`config.mk`:
```
export PLATFORM = sky130hd
export DESIGN_NAME = enqueue_agent_v0_2
export DESIGN_NICKNAME = d
export VERILOG_FILES = /design/src/rtl/enqueue_agent_v0_2.sv
export SDC_FILE = /design/constraint.sdc
export NUM_CORES = 2
export LEC_CHECK = 0
export ABC_AREA = 1
export CAP_MARGIN = 20
export CORE_ASPECT_RATIO = 1.1
export CORE_UTILIZATION = 67
export CTS_CLUSTER_SIZE = 30
export DETAILED_ROUTE_END_ITERATION = 16
export PLACE_DENSITY = 0.95
export REMOVE_ABC_BUFFERS = 1
export SLEW_MARGIN = 20
export SYNTH_ARGS = -nofsm -noshare
export SYNTH_HDL_FRONTEND = slang
export SYNTH_SLANG_ARGS = --single-unit
export TNS_END_PERCENT = 1
```
`constraint.sdc`:
```
create_clock -name axis_aclk -period 4.6 [get_ports axis_aclk]
set_clock_uncertainty 0.15 [all_clocks]
set_input_delay 0.69 -clock axis_aclk [delete_from_list [all_inputs] [get_ports axis_aclk]]
set_output_delay 0.69 -clock axis_aclk [all_outputs]
set_load 0.01 [all_outputs]
```
`src/rtl/enqueue_agent_v0_2.sv`:
```
// Enqueue agent: decodes SUME metadata at SOP, masks full or policy-dropped destinations for the
// whole packet, drives per-queue buffer/PIFO enables and keeps CPU-readable per-source drop counters.
module enqueue_agent_v0_2 #(
    parameter int NUM_PHY_PORTS = 4,
    parameter int META_W        = 128,
    parameter int SRC_POS       = 16,
    parameter int DST_POS       = 24,
    parameter int DROP_POS      = 32,
    parameter int CNT_W         = 32,
    parameter int DROP_MODE     = 0,
    parameter int CLR_ON_READ   = 0
) (
    input  logic                     axis_aclk,
    input  logic                     axis_resetn,
    input  logic                     s_axis_tvalid,
    output logic                     s_axis_tready,
    input  logic [META_W-1:0]        s_axis_tuser,
    input  logic                     s_axis_tlast,
    input  logic [NUM_PHY_PORTS:0]   s_axis_buffer_almost_full,
    input  logic [NUM_PHY_PORTS:0]   s_axis_pifo_full,
    output logic [NUM_PHY_PORTS:0]   m_axis_ctl_buffer_wr_en,
    output logic [NUM_PHY_PORTS:0]   m_axis_ctl_pifo_in_en,
    input  logic [7:0]               s_axi_addr,
    input  logic                     s_axi_req_valid,
    output logic [31:0]              m_axi_data,
    output logic                     m_axi_resp_valid
);

    localparam int NQ = NUM_PHY_PORTS + 1;

    typedef enum logic {IDLE, PKT} state_t;

    state_t                state_q, state_d;
    logic [NQ-1:0]         mask_q, mask_d;
    logic                  tready_q;
    logic                  resp_valid_q;
    logic [31:0]           data_q;
    logic [CNT_W-1:0]      cnt_q [NUM_PHY_PORTS][NQ+1];

    logic                  accept, sop, policy;
    logic [NQ-1:0]         req, full, mask_sop, mask_use;
    logic [NUM_PHY_PORTS-1:0] src_sel;
    logic [NQ:0]           inc_col;
    logic [31:0]           rd_src_w, rd_q_w;
    logic [CNT_W-1:0]      rd_val;
    logic                  unused_tuser;

    function automatic logic [CNT_W-1:0] cnt_next(input logic [CNT_W-1:0] cur,
                                                  input logic clr, input logic inc);
        logic [CNT_W-1:0] base;
        base = clr ? '0 : cur;
        if (inc && (base != {CNT_W{1'b1}}))
            base = base + CNT_W'(1);
        return base;
    endfunction

    function automatic logic [31:0] to_word(input logic [CNT_W-1:0] v);
        logic [31:0] r;
        r = '0;
        for (int b = 0; b < CNT_W && b < 32; b++)
            r[b] = v[b];
        return r;
    endfunction

    assign unused_tuser = ^s_axis_tuser;
    assign accept       = s_axis_tvalid & tready_q;
    assign sop          = accept & (state_q == IDLE);
    assign policy       = s_axis_tuser[DROP_POS];
    assign full         = s_axis_buffer_almost_full | s_axis_pifo_full;

    // CPU queue is requested by any odd (CPU-side) destination bit
    always_comb begin
        req = '0;
        for (int i = 0; i < NUM_PHY_PORTS; i++) begin
            req[i]    = s_axis_tuser[DST_POS + 2*i];
            req[NQ-1] = req[NQ-1] | s_axis_tuser[DST_POS + 2*i + 1];
        end
    end

    // Lowest port with either src bit set wins; no bit set leaves counters untouched
    always_comb begin
        src_sel = '0;
        for (int i = NUM_PHY_PORTS-1; i >= 0; i--) begin
            if (s_axis_tuser[SRC_POS + 2*i] | s_axis_tuser[SRC_POS + 2*i + 1]) begin
                src_sel    = '0;
                src_sel[i] = 1'b1;
            end
        end
    end

    always_comb begin
        mask_sop = '0;
        if (!policy) begin
            if (DROP_MODE == 0)
                mask_sop = req & ~full;
            else if ((req & full) == '0)
                mask_sop = req;
        end
    end

    assign mask_use = (state_q == IDLE) ? mask_sop : mask_q;

    always_comb begin
        inc_col = '0;
        if (sop && (src_sel != '0)) begin
            if (policy)
                inc_col[NQ] = 1'b1;
            else
                inc_col[NQ-1:0] = req & ~mask_sop;
        end
    end

    always_comb begin
        state_d = state_q;
        mask_d  = mask_q;
        m_axis_ctl_buffer_wr_en = '0;
        m_axis_ctl_pifo_in_en   = '0;
        if (accept) begin
            m_axis_ctl_buffer_wr_en = mask_use;
            if (s_axis_tlast)
                m_axis_ctl_pifo_in_en = mask_use;
            if (state_q == IDLE) begin
                mask_d  = mask_sop;
                state_d = s_axis_tlast ? IDLE : PKT;
            end else if (s_axis_tlast) begin
                state_d = IDLE;
            end
        end
    end

    always_ff @(posedge axis_aclk or negedge axis_resetn) begin
        if (!axis_resetn) begin
            state_q  <= IDLE;
            mask_q   <= '0;
            tready_q <= 1'b0;
        end else begin
            state_q  <= state_d;
            mask_q   <= mask_d;
            tready_q <= 1'b1;
        end
    end

    assign rd_src_w = 32'(s_axi_addr[7:4]);
    assign rd_q_w   = 32'(s_axi_addr[3:0]);

    // Address decode by match so that out-of-range selects simply read as zero
    always_comb begin
        rd_val = '0;
        for (int s = 0; s < NUM_PHY_PORTS; s++)
            for (int q = 0; q <= NQ; q++)
                if ((rd_src_w == 32'(s)) && (rd_q_w == 32'(q)))
                    rd_val = cnt_q[s][q];
    end

    always_ff @(posedge axis_aclk or negedge axis_resetn) begin
        if (!axis_resetn) begin
            for (int s = 0; s < NUM_PHY_PORTS; s++)
                for (int q = 0; q <= NQ; q++)
                    cnt_q[s][q] <= '0;
        end else begin
            for (int s = 0; s < NUM_PHY_PORTS; s++)
                for (int q = 0; q <= NQ; q++)
                    cnt_q[s][q] <= cnt_next(cnt_q[s][q],
                        (CLR_ON_READ != 0) && s_axi_req_valid &&
                        (rd_src_w == 32'(s)) && (rd_q_w == 32'(q)),
                        src_sel[s] & inc_col[q]);
        end
    end

    always_ff @(posedge axis_aclk or negedge axis_resetn) begin
        if (!axis_resetn) begin
            resp_valid_q <= 1'b0;
            data_q       <= '0;
        end else begin
            resp_valid_q <= s_axi_req_valid;
            if (s_axi_req_valid)
                data_q <= to_word(rd_val);
        end
    end

    assign s_axis_tready    = tready_q;
    assign m_axi_resp_valid = resp_valid_q;
    assign m_axi_data       = data_q;

endmodule
```
==> out/metrics.cfg <==
[power_and_ir_drop]
power_w = 0.01550
p_leak_nw = 25.19
power_density_nw_per_um2 = 302.7
ir_worst_vdd_uv = 305.5

[global_route]
grt_overflow = 0
antenna_found_initial = 3
grt_usage_pct = 39.97
grt_pass1_wl_um = 216000
grt_pass1_vias = 40750
grt_max_degree = 139

[yosys]
synth_cell_types = 55
synth_top_family_by_area = simple AND/OR/NAND/NOR gates
yosys-mux-area-fraction_pct = 0
synth_area_leaders = dfrtp_1 (44%), xor2_1 (11%), nand2_1 (11%)
synth_commonest_cells = nand2_1 (1360), dfrtp_1 (808), inv_1 (702)
yosys.area_share.xor_xnor_pct = 14.14
synthCells = 5699
synth.top_cell.area_share_pct = 44.28
synth-main-ff-cell = dfrtp_1
post-synth-top-count-cell = nand2_1
yosys.area_share.adder_pct = 0.6576
ys_seq_area_share_pct = 44.28
synth_compound_area_share_pct = 2.167
avgSynthCellArea_um2 = 8.013
synth_area_um2 = 45660
yosysWarnings = 0
synth_seq_cells = 808
synth-simple-area-share_pct = 32.06
yosysTopAreaCell = dfrtp_1
synth_edf_count = 0
async_reset_ff_share_pct = 100.0

[layout]
final-seq-area_um2 = 20220
nets = 6090
drive_above_1_share_pct = 9.197
multi_input_area_um2 = 22430
final_cells = 6848
syn_to_final_growth_pct = 12.16
fill_cells = 4496

[cts]
cts.path.max_buffers = 3
cts_setup_buffers = 0
clockRootBuffer = clkbuf_16
clk_latency_ns = 0.67
htreeDepth = 3
tritoncts = yes
numCtsBuffers = 85
clkTransAtPathRegs_ns = 0.06
cts.sinks = 808

[min_path]
min_path_type = flop to flop
min_path_cells = 2
min-delay-start = m_axi_data[28]$_DFFE_PN0P_
min_to = m_axi_data[28]$_DFFE_PN0P_

[place]
port_buffers = 83
dp_cells = 6694
routabilityCongestion = 1.079
dp_hpwl_um = 101300

[timing]
max_freq_ghz = 0.2329
setup_viol_count_final = 0
whs_ns = 0.3291
rsz0062_at_grt = no
hold_viol_final = 0
period_needed_ns = 4.293
slew_headroom_pct = 32.17
post-route-period-util_pct = 93.32
tightest_slew_ns = 1.016
slew_violations = 0

[run_status]
status = finished, final reports clean

[run]
maxCapViolCount = 0

[detailed_routing]
wl_per_cell_um = 20.06
drtIter0Drc = 5500
vias = 41250
post-route-drc-count = 0
final_antenna_net_count = 0
dr.pass1.iters = 9
detail_route.vias_per_cell = 6.023
drt_wl_total_um = 137400

[die]
core-area_um2 = 67560
chipHeight_um = 275.8
start_util_pct = 67.59
rows = 100
design.die.area_um2 = 69200
die_width_um = 250.9
ios = 195

[critical_path]
cp-start-kind = input port
r2r-start = state_q$_DFFE_PN0P_
crit_path_max_incr_delay_ns = 0.48
crit_family = simple AND/OR/NAND/NOR gates
worstRegToRegCells = 15
worst_ep_required_time_ns = 5.00
r2r_end = cnt_q[314]$_DFFE_PN0P_
slowest_stage = clkdlybuf4s50_1
critPathCaptureType = flop
critPathKind = input port to flop
crit_buf_inv = 5
crit_path_max_fanout = 14
worstPathCellList = clkdlybuf4s50_1 > nor2_1 > nand2_1 > buf_12 > clkinv_1 > buf_4 > nand2_1 > nor2_1 > nor3_1 > buf_4 > nand4_1 > nor2_1 > nand3_1 > nand2_1 > nand3_1 > nand2_1 > nand4_1 > nor2_1 > nand4_1 > nand2_1 > nand3_1 > nand2_1 > nand2_1
arrival_ns = 4.70
r2r_slack_ns = 0.95
crit_top_cell = nand2_1

[worst max path at each step]
stage                              from                         end  slack, ns  cells after the start
final                     s_axi_addr[6]   m_axi_data[4]$_DFFE_PN0P_       0.31                     23
after global routing      s_axi_addr[7]   m_axi_data[4]$_DFFE_PN0P_       0.29                     23
after CTS                 s_axi_addr[7]   m_axi_data[4]$_DFFE_PN0P_       0.56                     23
after detailed placement  s_axi_addr[6]   m_axi_data[4]$_DFFE_PN0P_      -0.12                     23
after global placement    s_axi_addr[7]   m_axi_data[4]$_DFFE_PN0P_      -0.07                     23
after floorplan           s_axi_addr[3]  m_axi_data[28]$_DFFE_PN0P_       0.99                     15
[registers in the layout, indices dropped and copies added (netlist names)]
signal            count
s_axis_tready         1
m_axi_data           32
state_q               1
cnt_q               768
mask_q                5
m_axi_resp_valid      1
[where the power goes]
group / internal, W / total [W] / switching, W / leakage, nW
clock network: 0.00400 / 0.00701 / 0.00301 / 1.39
registers: 0.00733 / 0.00757 / 0.000243 / 10.1
logic: 0.000308 / 0.000921 / 0.000613 / 13.7
[cell usage in the layout (no fill, tap or decap), types with 10 or more instances in the layout]
cell | Yosys | routed
a21oi_1 | 77 | 77
buf_12 | 0 | 11
buf_4 | 0 | 114
clkbuf_1 | 78 | 17
clkbuf_16 | 0 | 86
clkbuf_8 | 0 | 16
clkdlybuf4s50_1 | 0 | 82
clkinv_2 | 2 | 20
dfrtp_1 | 808 | 808
ha_1 | 24 | 24
inv_1 | 702 | 702
inv_2 | 21 | 21
nand2_1 | 1360 | 1360
nand2_2 | 35 | 35
nand3_1 | 282 | 282
nand3_2 | 24 | 24
nand4_1 | 247 | 247
nor2_1 | 647 | 631
nor2_2 | 57 | 73
nor2_4 | 34 | 34
nor3_1 | 244 | 244
nor3_2 | 33 | 33
nor3_4 | 11 | 11
nor3b_1 | 10 | 10
nor4_1 | 78 | 78
o21ai_0 | 93 | 93
or2_2 | 18 | 18
xnor2_1 | 154 | 154
xor2_1 | 583 | 583
[metal layers]
| layer | GRT usage, % | part of all wire [%] | vias to the layer above |
|---|---|---|---|
| met1 | 50.23 | 37 | 19580 |
| met2 | 62.65 | 45 | 2524 |
| met3 | 8.676 | 10 | 605 |
| met5 | 0 | 0.0095 | - |
| li1 | - | - | 18540 |
| met4 | 26.72 | 7.4 | 2 |
[cell type report]
| cell class | count | area share (%) |
|---|---|---|
| diodes | 1 | 0.004886 |
| clock buffers | 119 | 4.756 |
| clock inverters | 33 | 0.7231 |
| inverters | 732 | 5.374 |
| multi-input cells | 4079 | 43.79 |
| flip-flops and latches | 808 | 39.48 |
| well taps | 867 | 2.118 |
| repair buffers | 209 | 3.752 |
[worst min-delay path: cells and delay by family (launching register included)]
kind | cells | cell delay (ns)
flops | 1 | 0.34
simple gates | 2 | 0.10
[logic make-up (layout without fill, tap and decap cells)]
family / count (synthesis) / in the layout
xor+xnor: 737 / 737
other cells: 1 / 2
fa+ha+maj: 24 / 24
flops: 808 / 808
simple gates: 3133 / 3133
buf+inv: 812 / 1093
compound gates: 184 / 184
[metrics by stage]
stage	utilization [%]	setup TNS, ns	area [µm²]	setup WS [ns]
2_1_floorplan	-	0	45360	0.9905
3_3_place_gp	71.63	-0.1136	48400	-0.07207
3_5_place_dp	71.63	-0.3453	48400	-0.1195
4_1_cts	75.80	0	51220	0.5609
5_1_grt	75.80	0	51220	0.2862
6_report	75.81	0	51220	0.3071
[repair_timing]
action,CTS,global route
endpoints found under the hold margin,51,0
hold buffers,1,0
resized for setup,0,0
Power figures use the tool's default switching activity.
